`config.mk`:
```
export PLATFORM = sky130hd
export DESIGN_NAME = wash_controller
export DESIGN_NICKNAME = d
export VERILOG_FILES = /design/src/rtl/wash_pkg.sv /design/src/rtl/stage_timer.sv /design/src/rtl/wash_controller.sv
export SDC_FILE = /design/constraint.sdc
export NUM_CORES = 1
export LEC_CHECK = 0
export CAP_MARGIN = 20
export CELL_PAD_IN_SITES_DETAIL_PLACEMENT = 1
export CELL_PAD_IN_SITES_GLOBAL_PLACEMENT = 2
export CORE_ASPECT_RATIO = 2
export CORE_UTILIZATION = 36
export CTS_CLUSTER_SIZE = 40
export DETAILED_ROUTE_END_ITERATION = 16
export PLACE_DENSITY = 0.92
export SLEW_MARGIN = 20
export SYNTH_ARGS = -nofsm -noshare
export SYNTH_HDL_FRONTEND = slang
export SYNTH_SLANG_ARGS = --single-unit
```
`constraint.sdc`:
```
create_clock -name clk -period 6.1 [get_ports clk]
set_clock_uncertainty 0.1 [all_clocks]
set_input_delay 0.915 -clock clk [delete_from_list [all_inputs] [get_ports clk]]
set_output_delay 0.915 -clock clk [all_outputs]
set_load 0.02 [all_outputs]
```
`src/rtl/wash_pkg.sv`:
```
// Shared stage codes, default timing and actuator payload for the wash sequencer.
package wash_pkg;

  localparam int unsigned STW = 3;

  // Stage codes double as the Dec output index for the per-stage indicator.
  localparam logic [STW-1:0] ST_IDLE  = 3'd0;
  localparam logic [STW-1:0] ST_FILL  = 3'd1;
  localparam logic [STW-1:0] ST_HEAT  = 3'd2;
  localparam logic [STW-1:0] ST_WASH  = 3'd3;
  localparam logic [STW-1:0] ST_DRAIN = 3'd4;
  localparam logic [STW-1:0] ST_RINSE = 3'd5;
  localparam logic [STW-1:0] ST_SPIN  = 3'd6;
  localparam logic [STW-1:0] ST_DONE  = 3'd7;

  localparam int unsigned DEF_TW         = 8;
  localparam int unsigned DEF_WASH_TIME  = 20;
  localparam int unsigned DEF_RINSE_TIME = 10;
  localparam int unsigned DEF_SPIN_TIME  = 15;

  typedef enum logic [STW-1:0] {
    S_IDLE  = ST_IDLE,
    S_FILL  = ST_FILL,
    S_HEAT  = ST_HEAT,
    S_WASH  = ST_WASH,
    S_DRAIN = ST_DRAIN,
    S_RINSE = ST_RINSE,
    S_SPIN  = ST_SPIN,
    S_DONE  = ST_DONE
  } stage_e;

  typedef struct packed {
    logic valve;
    logic heater;
    logic motor;
    logic pump;
    logic door_lock;
    logic done;
  } act_t;

  // Actuator pattern for a stage; a hold silences actuators but keeps the door locked.
  function automatic act_t stage_outputs(input stage_e st, input logic hold);
    act_t a;
    a = '0;
    case (st)
      S_FILL:  a.valve  = 1'b1;
      S_HEAT:  a.heater = 1'b1;
      S_WASH:  a.motor  = 1'b1;
      S_DRAIN: a.pump   = 1'b1;
      S_RINSE: begin
        a.valve = 1'b1;
        a.motor = 1'b1;
      end
      S_SPIN: begin
        a.motor = 1'b1;
        a.pump  = 1'b1;
      end
      S_DONE:  a.done = 1'b1;
      default: a = '0;
    endcase
    a.door_lock = (st inside {[S_FILL:S_SPIN]});
    if (hold && a.door_lock) begin
      a.valve  = 1'b0;
      a.heater = 1'b0;
      a.motor  = 1'b0;
      a.pump   = 1'b0;
    end
    return a;
  endfunction

endpackage

```
`src/rtl/stage_timer.sv`:
```
// Loadable down-counter timing the WASH, RINSE and SPIN stages.
module stage_timer #(
  parameter int unsigned TW = 8
) (
  input  logic          clk,
  input  logic          reset,
  input  logic          load,
  input  logic [TW-1:0] load_val,
  input  logic          en,
  output logic          zero
);

  logic [TW-1:0] count_q;

  // Load wins over decrement; the count parks at zero.
  always_ff @(posedge clk or negedge reset) begin
    if (!reset) begin
      count_q <= '0;
    end else if (load) begin
      count_q <= load_val;
    end else if (en && (count_q != '0)) begin
      count_q <= count_q - TW'(1);
    end
  end

  assign zero = (count_q == '0);

endmodule

```
`src/rtl/wash_controller.sv`:
```
// Washing-machine programme sequencer: stage FSM, hold handling and registered actuators.
module wash_controller
  import wash_pkg::*;
#(
  parameter int unsigned TW         = DEF_TW,
  parameter int unsigned WASH_TIME  = DEF_WASH_TIME,
  parameter int unsigned RINSE_TIME = DEF_RINSE_TIME,
  parameter int unsigned SPIN_TIME  = DEF_SPIN_TIME
) (
  input  logic           clk,
  input  logic           reset,
  input  logic           start,
  input  logic           door_closed,
  input  logic           pause,
  input  logic           water_full,
  input  logic           temp_ok,
  input  logic           water_empty,
  output logic [STW-1:0] S,
  output logic           valve,
  output logic           heater,
  output logic           motor,
  output logic           pump,
  output logic           door_lock,
  output logic           done
);

  localparam logic [TW-1:0] WASH_LOAD  = TW'(WASH_TIME - 1);
  localparam logic [TW-1:0] RINSE_LOAD = TW'(RINSE_TIME - 1);
  localparam logic [TW-1:0] SPIN_LOAD  = TW'(SPIN_TIME - 1);

  stage_e        state_q, state_d;
  logic          hold_q, hold_d;
  act_t          act_q, act_d;
  logic          t_load, t_en, t_zero;
  logic [TW-1:0] t_val;

  stage_timer #(.TW(TW)) u_timer (
    .clk      (clk),
    .reset    (reset),
    .load     (t_load),
    .load_val (t_val),
    .en       (t_en),
    .zero     (t_zero)
  );

  always_ff @(posedge clk or negedge reset) begin
    if (!reset) begin
      state_q <= S_IDLE;
      hold_q  <= 1'b0;
      act_q   <= '0;
    end else begin
      state_q <= state_d;
      hold_q  <= hold_d;
      act_q   <= act_d;
    end
  end

  // Next stage and timer control; a registered hold freezes FILL..SPIN.
  always_comb begin
    state_d = state_q;
    hold_d  = pause | ~door_closed;
    t_load  = 1'b0;
    t_val   = '0;
    t_en    = 1'b0;
    case (state_q)
      S_IDLE: begin
        if (start && door_closed) state_d = S_FILL;
      end
      S_FILL: begin
        if (!hold_q && water_full) state_d = S_HEAT;
      end
      S_HEAT: begin
        if (!hold_q && temp_ok) begin
          state_d = S_WASH;
          t_load  = 1'b1;
          t_val   = WASH_LOAD;
        end
      end
      S_WASH: begin
        if (!hold_q) begin
          if (t_zero) state_d = S_DRAIN;
          else        t_en    = 1'b1;
        end
      end
      S_DRAIN: begin
        if (!hold_q && water_empty) begin
          state_d = S_RINSE;
          t_load  = 1'b1;
          t_val   = RINSE_LOAD;
        end
      end
      S_RINSE: begin
        if (!hold_q) begin
          if (t_zero) begin
            state_d = S_SPIN;
            t_load  = 1'b1;
            t_val   = SPIN_LOAD;
          end else begin
            t_en = 1'b1;
          end
        end
      end
      S_SPIN: begin
        if (!hold_q) begin
          if (t_zero) state_d = S_DONE;
          else        t_en    = 1'b1;
        end
      end
      S_DONE: begin
        if (!door_closed) state_d = S_IDLE;
      end
      default: state_d = S_IDLE;
    endcase
    // Registering the decode of the next (stage, hold) keeps outputs Moore in the current pair.
    act_d = stage_outputs(state_d, hold_d);
  end

  assign S         = state_q;
  assign valve     = act_q.valve;
  assign heater    = act_q.heater;
  assign motor     = act_q.motor;
  assign pump      = act_q.pump;
  assign door_lock = act_q.door_lock;
  assign done      = act_q.done;

endmodule

```
==> impl_results.md, run 1 <==
- Die Area: 3550 um2
- DRT Pass-1 Iters: 2
- Setup crit end kind: output port
- Fmax: 370 MHz
- CP required: 5.08 ns
- Finished Core Util: 0.434
- DRT iter0 DRCs: 26
- Layout cell share with drive strength beyond 1: 0.147
- Nets: 147
- Post-Place Worst Slack: 3.42 ns
- Relative slew margins: 0.442
- Tcrit/Tclk final: 0.443
- Count leader, synth: dfrtp_1
- PortBufs: 16
- Initial antenna violation count: 0
- Post-synth EDFFs: 0
- Worst Path Arrival: 1.69 ns
- Worst skew pair latency: 0.26 ns
- Clock buffers created by TritonCTS: 3
- Net count after synthesis: 132
- CTS root buf: clkbuf_8
- Core area: 3160 um2
- N_diodes: 0
- Leakage power: 0.574 nW
- Post-synth ARST share: 1.00
- Gate Count Post-Synth: 122
- Cell area after synthesis: 1190 um2
- Max Cap Viol: 0
- RSZ-0062 raised after global routing: false
- Routed WL per cell: 19.5 um
- Area leader, netlist: dfrtp_1
- Fillers: 377
- Dominant cells by area after synthesis: dfrtp_1 (38%), clkbuf_8 (3.5%), o21ai_0 (3.4%)
- Yosys warns: 0
- HP Class: reg2reg
- Synthesis-to-finish area growth: 15.4%
- Post-CTS setup buffer count: 0
- DIE WIDTH: 42.6 um
- Final Critical Period: 2.70 ns
- Largest net degree at the start of global routing: 19
- Final setup violating endpoints: 0
- Initial core utilization: 0.376
- CTS sink cnt: 18
- DRC errors left: 0
- Clk buf depth: 2
- Most frequent cells after synthesis: dfrtp_1 (18), nand2_1 (8), nor2_1 (8), o21ai_0 (8), nand3_1 (7)
- CP cell instances: clkdlybuf4s50_1
- Outcome: finished clean
- First-pass GRT wire length: 5600 um
- Die Y: 83.2 um
- Vias per Instance: 6.02
- Antenna viol nets, final: 0
- Critical path launch point type: flip-flop
- Num rows: 29
- Fin worst setup slack: 3.40 ns
- H-tree depth: 1
- Vias: 1005
- Yosys reg bits: 18
- Post_cts resized: 0
- Non-Filler Instances: 167
- PD cells: 443 nW/um2
- CP Class: reg2out
- Syn avg cell area: 9.73 um2
- Global route overflow: 0
- Slew Limit Fails: 0
- Maximum VDD drop: 248 uV
- CP max stage delay: 0.72 ns
- I/O pin count: 17
- Post-Place Cells: 163
- Global Route Usage Sum: 0.207
- Hold Buf Count CTS: 0
- Slowest-stage cell, CP: clkdlybuf4s50_1
- CTS tree: done
- Synth top area share: 0.379
- Worst path top cell family by delay: buffers and inverters
- Worst path bufs/invs: 1
- Final Hold Vio Count: 0
- Clk pin slew, worst setup/hold paths: 0.08 ns
- Register area share after synthesis: 0.379
- Global placer's final weighted congestion: 0.815
- Detailed Place HPWL: 2550 um
- Drt total wl: 3260 um
- Setup TNS Final: 0 ns
- Crit-path max FO: 17
- Number of global-route vias before repair: 1128
- Tightest Pin Transition: 0.834 ns
- Netlist cell types: 48
- Main synth FF type: dfrtp_1
==> metal layers <==
layer  share of wire  GRT usage  vias to the layer above  wire length (um)
met5               0          0                        -                 0
met1            0.36      0.211                      508              1170
li1                -          -                      472                 -
met3           0.023     0.0283                        8                75
met4           0.018     0.0710                        0                59
met2            0.60      0.403                       17              1960
==> final cells by class <==
cell class | count | area, um2 | share of cell area
inverter | 6 | 22.5 | 0.0164
clock buffer | 4 | 55.1 | 0.0402
sequential | 18 | 450 | 0.329
tap | 31 | 38.8 | 0.0283
timing repair buffer | 16 | 160 | 0.117
multi-input combinational | 92 | 643 | 0.469
==> sequential cells by signal, summed over array words and instances (netlist names) <==
name,count
u_timer.count_q,8
S,3
done,1
door_lock,1
heater,1
hold_q,1
motor,1
pump,1
valve,1
==> stage by stage <==
step	hold slack (ns)	power, W	instance area [um2]
after floorplan	0.397	0.000427	1190
after global placement	0.437	0.000494	1320
after detailed placement	0.464	0.000507	1320
after CTS	0.483	0.000611	1370
after global routing	0.519	0.000648	1370
final	0.477	0.000607	1370
==> cell families (layout without fill, tap and decap cells) <==
family	Yosys count	count (layout)	synth area share
adder cells (fa/ha/maj)	2	2	0.0211
multiplexers	1	1	0.0190
AO/OA/AOI/OAI	31	31	0.193
buffers and inverters	12	26	0.0790
XOR/XNOR	4	4	0.0295
AND/OR/NAND/NOR	54	54	0.279
flip-flops	18	18	0.379
==> final timing paths <==
check                                                  to  cells after the start                            from  slack (ns)
setup / recovery                                     S[2]                      1                  S[2]$_DFF_PN0_        3.40
hold / removal             u_timer.count_q[3]$_DFFE_PN0P_                      2  u_timer.count_q[1]$_DFFE_PN0P_        0.48
setup reg to reg                         heater$_DFF_PN0_                      7  u_timer.count_q[0]$_DFFE_PN0P_        3.73
hold reg to reg            u_timer.count_q[3]$_DFFE_PN0P_                      2  u_timer.count_q[1]$_DFFE_PN0P_        0.48
max in group asynchronous                 valve$_DFF_PN0_                      1                           reset        4.36
min in group asynchronous  u_timer.count_q[4]$_DFFE_PN0P_                      1                           reset        1.03
==> worst reg2reg max path, cell delays in order (launching register included) <==
cell and delay (ns):
dfrtp_1 0.44, inv_1 0.11, ha_1 0.17, nor4b_2 0.44, nand4_1 0.42, o211ai_2 0.30, nor2b_1 0.17, and3_1 0.16
==> power by group <==
part | switching, W | internal, W
registers | 0.0000704 | 0.000156
clock network | 0.0000456 | 0.0000575
logic | 0.000151 | 0.000126
total | 0.000267 | 0.000340
==> layout by cell type, fill, tap and decap left out, drive strengths merged, types with 4 or more instances in the layout <==
cell           instances
dfrtp                 18
nor2                   8
nand3                  7
nand2                  8
inv                    6
clkdlybuf4s50         16
nor2b                  5
o21ai                  9
a21oi                  6
clkbuf                 4
(Power assumes the default switching activity.)
==> run 2: changes to the inputs <==
CORE_UTILIZATION = 33   (was 36)
PLACE_DENSITY = 0.86   (was 0.92)
clock period = 2.7 ns   (was 6.1 ns; I/O delays follow)
==> run 2 against run 1 <==
Final area rose by 3.2%. Power rose by 130%. Non-clock buffer count is 3 higher. Sequential power is 130% higher. Sequential share of layout area down 1.0 points. Die area up 8.8%. Critical path depth is 6 higher. Largest cell class unchanged.
==> impl_results.md, run 2 (synthesized netlist as in run 1, its figures left out) <==
- Outcome: finished clean (unchanged)
- CP cell instances: inv_1 -> ha_1 -> nor4b_2 -> a21oi_1 -> nand3_1 -> o311ai_0 -> o211ai_1 (was clkdlybuf4s50_1)
- Initial antenna violation count: 0 (unchanged)
- CTS tree: done (unchanged)
- Maximum VDD drop: 518 uV (was 248 uV)
- HP Class: reg2reg (unchanged)
- PD cells: 986 nW/um2 (was 443 nW/um2)
- Post-Place Worst Slack: 0.370 ns (was 3.42 ns)
- Worst skew pair latency: 0.26 ns (about the same)
- Vias per Instance: 5.61 (was 6.02)
- Commonest non-fill, non-tap cell in the layout: dfrtp_1 (unchanged)
- Met2 wire len: 2110 um (was 1960 um)
- Largest net degree at the start of global routing: 19 (unchanged)
- Final Instance Area: 1410 um2 (was 1370 um2)
- Critical path launch point type: flip-flop (unchanged)
- Post_cts resized: 0 (unchanged)
- Fin worst setup slack: 0.313 ns (was 3.40 ns)
- PortBufs: 16 (unchanged)
- Final Hold Vio Count: 0 (unchanged)
- Max FFs per register: 8 (unchanged)
- Worst path top cell family by delay: compound AO/OA/AOI/OAI gates (was buffers and inverters)
- I/O pin count: 17 (unchanged)
- Post-CTS setup buffer count: 0 (unchanged)
- Clk buf depth: 2 (unchanged)
- Tightest Pin Transition: 0.831 ns (was 0.834 ns)
- Nets: 150 (was 147)
- Final Critical Period: 2.39 ns
- RSZ-0062 raised after global routing: false (unchanged)
- Met3 Routed Length: 93 um (was 75 um)
- Biggest register: u_timer.count_q (unchanged)
- CP required: 2.72 ns (was 5.08 ns)
- Setup crit end kind: flip-flop (was output port)
- Routed WL per cell: 19.1 um (was 19.5 um)
- Core area: 3420 um2 (was 3160 um2)
- Global placer's final weighted congestion: 0.793 (was 0.815)
- CTS sink cnt: 18 (unchanged)
- Max Cap Viol: 0 (unchanged)
- DIE WIDTH: 44.4 um (was 42.6 um)
- Die Y: 86.8 um (was 83.2 um)
- Vias: 1050 (was 1005)
- Initial core utilization: 0.348 (was 0.376)
- Worst path bufs/invs: 1 (unchanged)
- Die Area: 3860 um2 (was 3550 um2)
- Leakage power: 0.589 nW (was 0.574 nW)
- CP Class: reg2reg (was reg2out)
- Finished Core Util: 0.414 (was 0.434)
- H-tree depth: 1 (unchanged)
- Global route overflow: 0 (unchanged)
- Layout cell share with drive strength beyond 1: 0.165 (was 0.147)
- Tcrit/Tclk final: 0.884
- Setup TNS Final: 0 ns (unchanged)
- Max Used Layer: met4 (unchanged)
- Final setup violating endpoints: 0 (unchanged)
- DRT Pass-1 Iters: 4 (was 2)
- DRT iter0 DRCs: 17 (was 26)
- Fmax: 419 MHz
- Hold Buf Count CTS: 0 (unchanged)
- M1 WL: 1170 um (about the same)
- Worst Path Arrival: 2.41 ns (was 1.69 ns)
- Number of global-route vias before repair: 1194 (was 1128)
- Antenna viol nets, final: 0 (unchanged)
- Synthesis-to-finish area growth: 19.1% (was 15.4%)
- Detailed Place HPWL: 2720 um (was 2550 um)
- Commonest non-fill, non-tap cells in the layout: dfrtp_1 (18), clkdlybuf4s50_1 (16), nor2_1 (8), nand2_1 (8), o21ai_0 (8) (unchanged)
- Slew Limit Fails: 0 (unchanged)
- Drt total wl: 3570 um (was 3260 um)
- Final Total Pwr: 0.00139 W (was 0.000607 W)
- N_diodes: 0 (unchanged)
- Crit-path max FO: 8 (was 17)
- CP max stage delay: 0.51 ns (was 0.72 ns)
- Clock buffers created by TritonCTS: 3 (unchanged)
- DRC errors left: 0 (unchanged)
- CTS root buf: clkbuf_8 (unchanged)
- Slowest-stage cell, CP: a21oi_1 (was clkdlybuf4s50_1)
- Global Route Usage Sum: 0.215 (was 0.207)
- Num rows: 30 (was 29)
- Clk pin slew, worst setup/hold paths: 0.07 ns (was 0.08 ns)
- Post-Place Cell Area: 1360 um2 (was 1320 um2)
- First-pass GRT wire length: 5920 um (was 5600 um)
- Relative slew margins: 0.444 (was 0.442)
## run 2: cell count changes in the layout (fill, tap and decap cells not counted)
cell and delta:
buf_4 +3
## run 2: stage by stage
stage,hold slack (ns),std cells
after detailed placement,0.441,183
after floorplan,0.00941,122
final,0.471,187
after global routing,0.490,187
after CTS,0.466,187
after global placement,0.426,183
## run 2: path summary, 6_finish.rpt
check / start / to / slack, ns / cells past startpoint
max: u_timer.count_q[0]$_DFFE_PN0P_ / u_timer.count_q[4]$_DFFE_PN0P_ / 0.31 / 7
min: u_timer.count_q[0]$_DFFE_PN0P_ / u_timer.count_q[0]$_DFFE_PN0P_ / 0.47 / 1
max reg2reg: u_timer.count_q[0]$_DFFE_PN0P_ / u_timer.count_q[4]$_DFFE_PN0P_ / 0.31 / 7
min reg2reg: u_timer.count_q[0]$_DFFE_PN0P_ / u_timer.count_q[0]$_DFFE_PN0P_ / 0.47 / 1
max in group asynchronous: reset / u_timer.count_q[3]$_DFFE_PN0P_ / 1.46 / 1
min in group asynchronous: reset / u_timer.count_q[4]$_DFFE_PN0P_ / 0.52 / 1
## run 2: power breakdown
| group | leakage [nW] | internal, W | total [W] | switching, W |
|---|---|---|---|---|
| clock | 0.0288 | 0.000130 | 0.000227 | 0.0000976 |
| combinational | 0.337 | 0.000293 | 0.000646 | 0.000353 |
| sequential | 0.223 | 0.000352 | 0.000521 | 0.000169 |
| total | 0.589 | 0.000775 | 0.00139 | 0.000620 |
## run 2: layout make-up
| cell class | count | area [um2] |
|---|---|---|
| fill | 398 | 2000 |
| multi-input combinational | 92 | 643 |
| sequential | 18 | 450 |
| timing repair buffer | 19 | 183 |
| tap | 48 | 60.1 |
| clock buffer | 4 | 55.1 |
| inverter | 6 | 22.5 |
## run 2: worst register-to-register path, cell delays in order, from the launching register on
cell and delay [ns]:
dfrtp_1 0.43, inv_1 0.09, ha_1 0.22, nor4b_2 0.18
a21oi_1 0.51, nand3_1 0.21, o311ai_0 0.37, o211ai_1 0.15
## run 2: metal layers
layer  track usage  vias up
met5             0        -
li1              -      478
met3        0.0313       14
met2         0.418       34
met1         0.200      524
met4         0.110        0
